$ cat src/rtl/gost34_12_2015_pkg.sv
// Shared types for the GOST 34.12-2015 stream framer: block/word geometry and framer FSM states.
package gost34_12_2015_pkg;
    localparam int BLOCK_W = 128;
    localparam int WORD_W  = 32;

    typedef logic [BLOCK_W-1:0] block_t;

    typedef enum logic [2:0] {
        COLLECT,
        LOAD,
        ARM,
        WAIT,
        EMIT
    } framer_state_t;
endpackage

$ cat src/rtl/gost34_12_2015_word_serializer.sv
// Holds a captured cipher result and streams it out MSB word first.
// Latency: first word valid the cycle after capture; one word per accepted handshake, outputs hold while m_tready=0.
module gost34_12_2015_word_serializer #(
    parameter int WORD_W  = 32,
    parameter int BLOCK_W = 128,
    parameter int CNT_W   = 3
) (
    input  logic               aclk,
    input  logic               areset,
    input  logic               capture,
    input  logic [BLOCK_W-1:0] cap_dat,
    input  logic [CNT_W-1:0]   cap_nwords,
    input  logic               cap_last,
    output logic [WORD_W-1:0]  m_tdata,
    output logic               m_tvalid,
    input  logic               m_tready,
    output logic               m_tlast,
    output logic               done
);
    logic [BLOCK_W-1:0] res;
    logic [BLOCK_W-1:0] res_sh;
    logic [CNT_W-1:0]   idx;
    logic [CNT_W-1:0]   nwords;
    logic               last_flag;
    logic               vld;
    logic               is_final;

    assign res_sh   = res << (WORD_W * int'(idx));
    assign m_tdata  = res_sh[BLOCK_W-1 -: WORD_W];
    assign is_final = (idx == nwords - 1'b1);
    assign m_tvalid = vld;
    assign m_tlast  = vld && last_flag && is_final;
    assign done     = vld && m_tready && is_final;

    always_ff @(posedge aclk) begin
        if (areset) begin
            res       <= '0;
            idx       <= '0;
            nwords    <= '0;
            last_flag <= 1'b0;
            vld       <= 1'b0;
        end else if (capture) begin
            res       <= cap_dat;
            idx       <= '0;
            nwords    <= cap_nwords;
            last_flag <= cap_last;
            vld       <= 1'b1;
        end else if (vld && m_tready) begin
            if (is_final) begin
                vld <= 1'b0;
                idx <= '0;
            end else begin
                idx <= idx + 1'b1;
            end
        end
    end
endmodule

$ cat src/rtl/gost34_12_2015_block_framer.sv
// Packs input words into cipher blocks, drives the decrypt stage, and re-serialises its result.
// Latency: load the cycle after the final word, result after busy drops; input stalls until all output words leave.
module gost34_12_2015_block_framer #(
    parameter int          WORD_W         = gost34_12_2015_pkg::WORD_W,
    parameter int          BLOCK_W        = gost34_12_2015_pkg::BLOCK_W,
    parameter int unsigned TIMEOUT_CYCLES = 1023
) (
    input  logic               aclk,
    input  logic               areset,
    input  logic [BLOCK_W-1:0] iv,
    input  logic [WORD_W-1:0]  s_tdata,
    input  logic               s_tvalid,
    output logic               s_tready,
    input  logic               s_tlast,
    output logic [WORD_W-1:0]  m_tdata,
    output logic               m_tvalid,
    input  logic               m_tready,
    output logic               m_tlast,
    output logic               core_load,
    output logic [BLOCK_W-1:0] core_in,
    input  logic [BLOCK_W-1:0] core_out,
    input  logic               core_busy,
    output logic               err_timeout
);
    import gost34_12_2015_pkg::*;

    localparam int          WORDS    = BLOCK_W / WORD_W;
    localparam int          CNT_W    = $clog2(WORDS + 1);
    localparam logic [31:0] TMO_LAST = 32'(TIMEOUT_CYCLES - 1);

    framer_state_t      state;
    framer_state_t      state_nxt;
    logic [CNT_W-1:0]   cnt;
    logic [CNT_W-1:0]   nwords;
    logic               last_flag;
    logic [BLOCK_W-1:0] blk;
    logic [31:0]        tcnt;
    logic               err_q;
    logic               s_fire;
    logic               blk_done;
    logic               tmo_hit;
    logic               capture;
    logic               ser_done;

    assign s_tready    = !areset && (state == COLLECT);
    assign s_fire      = s_tvalid && s_tready;
    assign blk_done    = s_fire && (s_tlast || cnt == CNT_W'(WORDS - 1));
    assign capture     = (state == WAIT) && !core_busy;
    assign tmo_hit     = (TIMEOUT_CYCLES != 0) && (state == WAIT) && core_busy && (tcnt == TMO_LAST);
    assign core_load   = (state == LOAD);
    // The stage samples core_in while in reset to pick up its initial gamma.
    assign core_in     = areset ? iv : blk;
    assign err_timeout = err_q;

    always_ff @(posedge aclk) begin
        if (areset) state <= COLLECT;
        else        state <= state_nxt;
    end

    always_comb begin
        state_nxt = state;
        case (state)
            COLLECT: if (blk_done) state_nxt = LOAD;
            LOAD:    state_nxt = ARM;
            ARM:     state_nxt = WAIT;
            WAIT: begin
                if (capture)      state_nxt = EMIT;
                else if (tmo_hit) state_nxt = COLLECT;
            end
            EMIT:    if (ser_done) state_nxt = COLLECT;
            default: state_nxt = COLLECT;
        endcase
    end

    always_ff @(posedge aclk) begin
        if (areset) begin
            cnt       <= '0;
            nwords    <= '0;
            last_flag <= 1'b0;
            blk       <= '0;
            tcnt      <= '0;
            err_q     <= 1'b0;
        end else begin
            if (s_fire) begin
                blk <= blk | (BLOCK_W'(s_tdata) << (BLOCK_W - WORD_W - WORD_W * int'(cnt)));
                cnt <= cnt + 1'b1;
                if (blk_done) begin
                    nwords    <= cnt + 1'b1;
                    last_flag <= s_tlast;
                end
            end
            if (state == ARM)                   tcnt <= '0;
            else if (state == WAIT && core_busy) tcnt <= tcnt + 32'd1;
            // Block register is cleared between blocks so a short block pads with zeros.
            if (tmo_hit || ser_done) begin
                cnt <= '0;
                blk <= '0;
            end
            if (tmo_hit) err_q <= 1'b1;
        end
    end

    gost34_12_2015_word_serializer #(
        .WORD_W (WORD_W),
        .BLOCK_W(BLOCK_W),
        .CNT_W  (CNT_W)
    ) u_ser (
        .aclk      (aclk),
        .areset    (areset),
        .capture   (capture),
        .cap_dat   (core_out),
        .cap_nwords(nwords),
        .cap_last  (last_flag),
        .m_tdata   (m_tdata),
        .m_tvalid  (m_tvalid),
        .m_tready  (m_tready),
        .m_tlast   (m_tlast),
        .done      (ser_done)
    );
endmodule

$ cat config.mk
export PLATFORM = sky130hd
export DESIGN_NAME = gost34_12_2015_block_framer
export DESIGN_NICKNAME = d
export VERILOG_FILES = /design/src/rtl/gost34_12_2015_pkg.sv /design/src/rtl/gost34_12_2015_word_serializer.sv /design/src/rtl/gost34_12_2015_block_framer.sv
export SDC_FILE = /design/constraint.sdc
export NUM_CORES = 1
export LEC_CHECK = 0
export ABC_AREA = 1
export CORE_MARGIN = 2
export CORE_UTILIZATION = 47
export DETAILED_ROUTE_END_ITERATION = 16
export GPL_ROUTABILITY_DRIVEN = 0
export GPL_TIMING_DRIVEN = 0
export PLACE_DENSITY = 0.81
export REMOVE_ABC_BUFFERS = 1
export SETUP_SLACK_MARGIN = 0.05
export SKIP_LAST_GASP = 1
export SYNTH_ARGS = -nofsm -noshare
export SYNTH_HDL_FRONTEND = slang
export SYNTH_SLANG_ARGS = --single-unit
$ cat constraint.sdc
create_clock -name aclk -period 2.3 [get_ports aclk]
set_clock_uncertainty 0.2 [all_clocks]
set_input_delay 0.46 -clock aclk [delete_from_list [all_inputs] [get_ports aclk]]
set_output_delay 0.46 -clock aclk [all_outputs]
set_load 0.01 [all_outputs]
* Word-level counts from Yosys, hierarchy flattened
Cells that the tools add are included.
W data, S select, Z words.
** Operators by class
- Shifts and indexed selects :: 2
- Bitwise logic cells :: 1
- $add $sub $neg :: 5
- Reduce and logical (&&, ||, !) cells :: 23
- Equality and inequality tests :: 10
- Muxes and demuxes :: 10
** Operators by type and width (count)
- $mux W128 :: 1
- $or A128 B128 Y128 :: 1
- $shl A128 B8 Y128 :: 1
- $shl A32 B32 Y128 :: 1
- $add A32 B1 Y32 const B :: 1
- $eq A32 B10 Y1 const B :: 1
- $mux W3 :: 5
- $pmux W3 S5 :: 1
- $logic_and A1 B1 Y1 :: 10
- $eq A3 B2 Y1 const B :: 3
- $sub A7 B8 Y9 const A :: 1
- $add A3 B1 Y3 const B :: 2
- $reduce_or A2 Y1 :: 3
- $ne A2 B2 Y1 const B :: 2
- $reduce_and A2 Y1 :: 2
- $reduce_bool A2 Y1 :: 2
- $eq A3 B1 Y1 const B :: 1
- $eq A3 B3 Y1 :: 1
- $eq A3 B3 Y1 const B :: 1
- $logic_not A3 Y1 :: 1
- $mux W1 :: 3
- $ne A3 B3 Y1 const B :: 1
- $reduce_and A3 Y1 :: 1
- $sub A3 B1 Y3 const B :: 1
- 2 further kinds :: 4
** Word-level totals
- Bits of input ports :: 294
- Output and inout port bits :: 165
- Flip-flop bits (word level) :: 307
- Word-level logic and storage cells :: 63

* Depth between registers and ports, before layout
Gate-level depths: netlist of run 1.
- Depth in word-level cells :: 6
- Mapped depth :: 13
- Gate-level depth less buffers :: 13

* Cells and area by module
A second synthesis of run 1 with hierarchy kept.
** Unflattened totals
- Cell total of the unflattened synthesis :: 2185
- Area, all modules :: 14163.6 um^2
** Modules (own cells, without submodules)
- gost34_12_2015_block_framer :: cells each 1319, area each 8314.2 um^2, instances 1, sequential area each 3423.3 um^2
- gost34_12_2015_word_serializer :: cells each 866, area each 5849.4 um^2, instances 1, sequential area each 2722.6 um^2

* Worst setup path after synthesis of run 1
OpenSTA, ideal clock, no wires.
- Path type :: in2out
- Start point :: input areset
- End point :: output core_in[0]
- Setup slack :: 0.158 ns
- Stages :: 6
- Required time :: 1.640 ns
- Arrival time :: 1.482 ns
- Buffers on the path :: 3
- Cell sequence :: inv_1 > buf_2 > clkbuf_1 > clkbuf_1 > nand2_1 > nand2_1
** Between the ends
- Cells in the longest elaborated chain, start to end :: 1
** RTL lines
- start: declaration :: RTL line gost34_12_2015_block_framer.sv:9 : input logic areset,
- $mux W128 :: RTL line gost34_12_2015_block_framer.sv:52 : assign core_in = areset ? iv : blk;
- end: declaration :: RTL line gost34_12_2015_block_framer.sv:20 : output logic [BLOCK_W-1:0] core_in,
No other way between the ends.

* Final worst setup path of run 1
- Start point :: register u_ser.idx[0]
- End point :: output m_tdata[13]
** Between the ends
- Cells in the longest elaborated chain, start to end :: 1
** RTL lines
- start: declaration :: RTL line gost34_12_2015_word_serializer.sv:22 : logic [CNT_W-1:0] idx;
- start signal: assignment :: RTL line gost34_12_2015_word_serializer.sv:53 : idx <= idx + 1'b1;
- $shl A128 B8 Y128 :: RTL line gost34_12_2015_word_serializer.sv:28 : assign res_sh = res << (WORD_W * int'(idx));
- end: declaration :: RTL line gost34_12_2015_block_framer.sv:15 : output logic [WORD_W-1:0] m_tdata,
No other way between the ends.

==> results.md, run 1 <==
- CP delay by family, top: buffers and inverters
- Routed Antenna Nets: 0
- CP max-delay cell: dfxtp_4
- Yosys top cell area share: 43.4%
- Iter 0 DRT Violations: 1,778
- Final-stage net count: 2,863
- Synthesized area per cell: 6.70 um2
- First-pass GRT wire length: between 90,000 and 100,000 um
- Multi-input logic area: 7260 um2
- Row Count: 63
- Placed cell area: about 19,000 um2
- Post-synth top cells: 636 x nand2_1, 307 x dfxtp_1, 251 x a21oi_1
- Post-synth top area cell: dfxtp_1
- Crit path to: m_tdata[13]
- RR Endpoint: u_ser.res[107]
- Layout cell share with drive strength beyond 1: 12.9%
- Clock insertion delay at the later pin of the skew report: about 0.5 ns
- Max IR drop VDD: 493 uV
- Cells on worst reg2reg path: 6
- Worst Path Buf+Inv: 5
- Vias: between 15,000 and 20,000
- Async set-reset flop share out of synthesis: 0%
- Worst EP required: 1.64 ns
- R2R Setup Slk: 0.02 ns
- Total core area: between 20,000 and 30,000 um2
- Syn Inst Count: 2,114
- Worst Path Max Fanout: 5
- CTS Buf Count: 36
- FF/Latch Area: 6170 um2
- Critical-path cell list: buf_12, buf_12, inv_16, buf_16, a21oi_4, o21ai_2, a21oi_1, buf_2
- CTS tree: yes
- Final hold viol count: 0
- Die Span X: 178 um
- Post-layout worst setup margin: -0.363 ns
- Post-Place Setup Slack: -1.56 ns
- DRT Pass-1 Iters: 6
- Wire per inst: 21.3 um
- LEAKAGE: 9.28 nW
- Worst path max stage delay: about 0.39 ns
- Clock transition at path regs: 0.06 ns
- Most common flop cell mapped by yosys: dfxtp_1
- Sink Count: 307
- Die ar.: 31,600 um2
- Min-delay src: u_ser.res[118]
- Yosys reg bits: 307
- Count of flip-flops with a built-in enable after synthesis: 0
- Fillers: 2,195
- Dpl hpwl: 34,300 um
- Worst path depth: 8
- Crit. Startpoint: u_ser.idx[0]
- Power Dens Cells: between 600 and 700 nW/um2
- Hold Slack: 0.242 ns
- Most frequent cell after synthesis: nand2_1
- Fin crit share: 116%
- Mapped Area: between 10,000 and 15,000 um2
- R2r startpoint: state[1]
- H-tree Lvls: 2
- Failing checks: setup timing
- Register area share after synthesis: 43.4%
- RSZ-0062 raised after global routing: yes
- GR Overflow Total: 0
- Synth warn: 0
- Final setup vio count: 33
- Status: finished, violations left
- Detail-routed via count per cell: 5.80
- Crit. End Element: output pin
- Slew @ Worst Pin: ~0.81 ns
- Data arrival, critical path: 2.00 ns
- Clk buf depth: 3
- Hold buffer count at cts: 0
- Crit Path Category: register to output pin
- I/O pin count: 459
- Crit path time final: 2.66 ns
- Die height: 178 um
- Min-delay worst type: register to register
- Top cell by count, worst path: buf_12
- GRT Total Usage: between 30% and 40%
- Final Power: 14.0 mW
- Synth area leaders: dfxtp_1 43%, nand2_1 17%, a21oi_1 8.9%, nor3_1 7.2%, nand3_1 5.5%
- Unique masters post-synth: 29
- Root Driver: clkbuf_16
- Design area: 21,900 um2
- DRC violations left: 0
- Buffers on Ports: 458
- Initial antenna violation count: 8
- Rel. slew slack: 45.8%
- Routed WL: ~64,000 um
- Initial Util: 47.8%
- Layout area overhead: 54.7%
- Vias in the first global route: 16,811
- Max-slew violation count: 0
- F_max: 0.375 GHz
- Largest net degree at the start of global routing: between 70 and 80
- Worst setup SP type: register
- Max Cap Viol: 0
-- through the flow --
step,instances,setup TNS (ns),utilization [%]
5_1_grt,2986,-7.84,74.0
6_report,2987,-6.18,74.0
3_3_place_gp,2805,-5822.79,62.7
4_1_cts,2968,-6.06,72.9
2_1_floorplan,1957,-1887.46,-
3_5_place_dp,2824,-480.01,64.2
-- layout by cell type (no fill, tap or decap), types with 10 or more instances in the layout --
master / netlist / routed
clkbuf_8: 0 / 10
o21ai_2: 0 / 15
nor2_1: 66 / 61
dfxtp_1: 307 / 297
o21ai_1: 0 / 29
dlymetal6s2s_1: 0 / 13
inv_1: 146 / 141
clkbuf_2: 0 / 21
a21oi_1: 251 / 206
nor3_1: 203 / 201
buf_4: 9 / 28
a21oi_2: 0 / 36
buf_2: 36 / 31
clkbuf_16: 0 / 38
clkdlybuf4s50_1: 0 / 294
o21ai_0: 142 / 97
buf_12: 0 / 30
buf_16: 0 / 23
dlygate4sd2_1: 0 / 88
nand2_1: 636 / 629
nand3_1: 155 / 154
-- sequential cells by signal (all words and copies together), names as in the netlist, 3 cells and up --
signal / count
blk: 128
cnt: 3
nwords: 3
state: 3
tcnt: 32
u_ser.idx: 3
u_ser.nwords: 3
u_ser.res: 128
-- per-layer routing --
metal	routed length (um)	vias to the layer above	part of all wire, %	GRT usage [%]
met5	0	-	0	0
met4	4640	0	7.3	28.2
met2	29500	1145	46	62.6
met1	22000	8024	34	42.5
met3	7590	283	12	11.7
li1	-	7863	-	-
-- power by group --
part / total, mW / switching [mW] / leakage, nW / internal (mW)
clock: 5.66 / 2.29 / 0.575 / 3.38
combinational: 2.70 / 1.48 / 6.23 / 1.22
sequential: 5.64 / 0.128 / 2.48 / 5.51
total: 14.0 / 3.89 / 9.28 / 10.1
-- final cells by class --
type	instances	area share, %
multi-input combinational	1505	33.1
sequential	307	28.1
timing repair buffer	553	27.6
clock buffer	51	4.92
inverter	151	2.84
tap	390	2.23
timing repair inverter	9	0.599
clock inverter	12	0.451
antenna	9	0.103
-- logic make-up (layout without fill, tap and decap cells) --
group                      Yosys count  in the layout  share of synthesized area (%)
AOI/OAI and AO/OA                  397            397                           14.1
other                                0              9                              0
xor gates and xnor gates            13             13                          0.803
buffers and inverters              308            776                           8.71
adders and majority gates            6              6                          0.530
muxes                                1              1                         0.0706
and+or+nand+nor                   1082           1088                           32.4
DFF                                307            307                           43.4
-- worst min path at each step --
| stage | endpoint | slack (ns) | depth (start not counted) |
|---|---|---|---|
| after global routing | u_ser.res[118] | 0.25 | 2 |
| after CTS | u_ser.res[118] | 0.24 | 2 |
| after floorplan | u_ser.res[0] | 0.21 | 2 |
| after detailed placement | u_ser.res[102] | 0.23 | 2 |
| after global placement | u_ser.res[28] | 0.22 | 2 |
| final | u_ser.res[118] | 0.24 | 2 |
-- timing repair --
item | CTS | global route
pin swaps | 40 | 39
setup buffers | 43 | 10
endpoints found under the setup margin | 406 | 260
cloned | 38 | 1
endpoints found under the hold margin | 0 | 0
gates resized for setup | 403 | 122
-- worst min-delay path: stages, from the launching register on --
cell	delay [ns]
dfxtp_1	0.32
nand2_1	0.05
nand2_1	0.05
No activity file was read; power rests on OpenSTA's default activity.
==> inputs of run 2 (changes only) <==
- MAX_ROUTING_LAYER: unset -> met4
==> run 2 against run 1 <==
Compared with the run above: the run still ends with setup timing left; first-iteration DRC count down 0.62%; sequential power about the same; final cell count about the same; clock-buffer cell count unchanged; power up 0.11%; utilization up 0.089 points; clock power about the same; non-clock buffer count up 2; flip-flop and latch count unchanged; hold slack worse by 0.0029 ns.
==> results.md, run 2 (synthesis results as in run 1) <==
- Root Driver: clkbuf_16
- CP max-delay cell: dfxtp_4
- CTS Buf Count: 36
- Iter 0 DRT Violations: approximately 1,800
- Final-stage net count: 2,865
- Layout cell share with drive strength beyond 1: 13.0%
- Power Dens Cells: 639 nW/um2
- Min-delay worst type: register to register
- Total core area: 29,600 um2
- GRT Total Usage: 39.7%
- Data arrival, critical path: 2.02 ns
- Detail-routed via count per cell: roughly 5.8
- Clock transition at path regs: around 0.060 ns
- F_max: 0.373 GHz
- Failing checks: setup timing
- Wire per inst: 21.4 um
- First-pass GRT wire length: between 90,000 and 100,000 um
- Crit path time final: roughly 2.7 ns
- Die height: 178 um
- GR Overflow Total: 0
- Worst EP required: 1.64 ns
- Most common cell after layout, fill and taps aside: nand2_1
- Clock insertion delay at the later pin of the skew report: 0.51 ns
- Worst path max stage delay: 0.40 ns
- Max Cap Viol: 0
- Vias: 17,322
- Buffers on Ports: 458
- Slew @ Worst Pin: between 0.8 and 0.9 ns
- Max IR drop VDD: 491 uV
- Layout area overhead: 54.9%
- H-tree Lvls: 2
- Top cell by count, worst path: buf_12
- Vias in the first global route: about 17,000
- Initial Util: 47.8%
- Final setup vio count: 33
- LEAKAGE: 9.29 nW
- CTS tree: yes
- Routed WL: 64,000 um
- Fin crit share: 117%
- Worst Path Buf+Inv: 5
- Crit. End Element: output pin
- Critical-path cell list: buf_12, buf_12, inv_16, buf_16, a21oi_4, o21ai_2, a21oi_1, buf_2
- Dpl hpwl: 34,300 um
- Max-slew violation count: 0
- Worst setup SP type: register
- DRC violations left: 0
- RSZ-0062 raised after global routing: yes
- Sink Count: 307
- Status: finished, violations left
- Final hold viol count: 0
- Die ar.: 31,600 um2
- Crit Path Category: register to output pin
- DRT Pass-1 Iters: 6
- Row Count: 63
- Fin util: 74.1%
- Clk buf depth: 3
- Die Span X: 178 um
- Largest registers: blk: 128 flops, u_ser.res: 128 flops, tcnt: 32 flops
- Most frequent cells in the layout: 629 x nand2_1, 297 x dfxtp_1, 294 x clkdlybuf4s50_1
- CP delay by family, top: buffers and inverters
- Rel. slew slack: 45.0%
- Hold Slack: 0.239 ns
- I/O pin count: roughly 460
- Routed Antenna Nets: 0
- Post-layout worst setup margin: -0.380 ns
- Worst Path Max Fanout: 5
- Initial antenna violation count: 8
- Largest net degree at the start of global routing: between 70 and 80
-- run 2: cell types whose count changed in the layout (fill, tap and decap cells not counted), sizes merged --
cell | previous run | this run
buf | 120 | 122
diode | 9 | 8
-- run 2: where the power goes --
part | switching, mW | total [mW] | internal, mW | leakage, nW
Sequential | 0.128 | 5.64 | 5.51 | 2.48
Combinational | 1.49 | 2.71 | 1.22 | 6.24
Clock | 2.29 | 5.67 | 3.38 | 0.575
-- run 2: stage by stage --
stage	total power [mW]	area [um2]	setup WS (ns)	TNS [ns]	instances
after CTS	13.9	21600	-0.276	-6.06	2968
after global placement	8.03	18600	-15.95	-5822.79	2805
after detailed placement	8.13	19000	-1.56	-480.01	2824
after global routing	14.5	22000	-0.380	-7.87	2988
after floorplan	6.74	13500	-6.35	-1887.46	1957
final	14.0	22000	-0.380	-6.35	2988
-- run 2: routing by layer --
| layer | vias to the layer above | share of wire [%] | global-route usage [%] |
|---|---|---|---|
| li1 | 7850 | - | - |
| met1 | 8056 | 35 | 43.0 |
| met2 | 1146 | 47 | 63.0 |
| met3 | 270 | 11 | 11.1 |
| met4 | 0 | 6.8 | 27.7 |
| met5 | - | 0 | - |
-- run 2: final timing paths --
path	start	endpoint	slack, ns	cells past startpoint
worst max register to register	state[1]	u_ser.res[107]	0.10	6
worst min register to register	u_ser.res[126]	u_ser.res[126]	0.24	2
worst max-delay path	u_ser.idx[0]	m_tdata[13]	-0.38	8
worst min-delay path	u_ser.res[126]	u_ser.res[126]	0.24	2
-- run 2: repair_timing --
action | 4_1_cts | 5_1_grt
setup endpoints to repair | 406 | 258
gates resized for setup | 403 | 128
gates cloned | 38 | 1
hold buffers | 0 | 0
setup buffers | 43 | 12
pin swaps | 40 | 37
endpoints found under the hold margin | 0 | 0
-- run 2: final cells by class --
cell class	count	area, um2
tap	390	488
multi-input combinational	1505	7270
sequential	307	6170
clock buffer	51	1080
timing repair inverter	9	131
antenna	8	20.0
clock inverter	12	98.8
fill	2189	7690
inverter	151	623
timing repair buffer	555	6070
-- run 2: worst register-to-register path, cell delays in order (launching register included) --
cell	delay, ns
dfxtp_1	0.37
nand3_1	0.25
nor2_4	0.08
buf_12	0.18
nor2_2	0.69
nand2_1	0.17
nand2_1	0.17
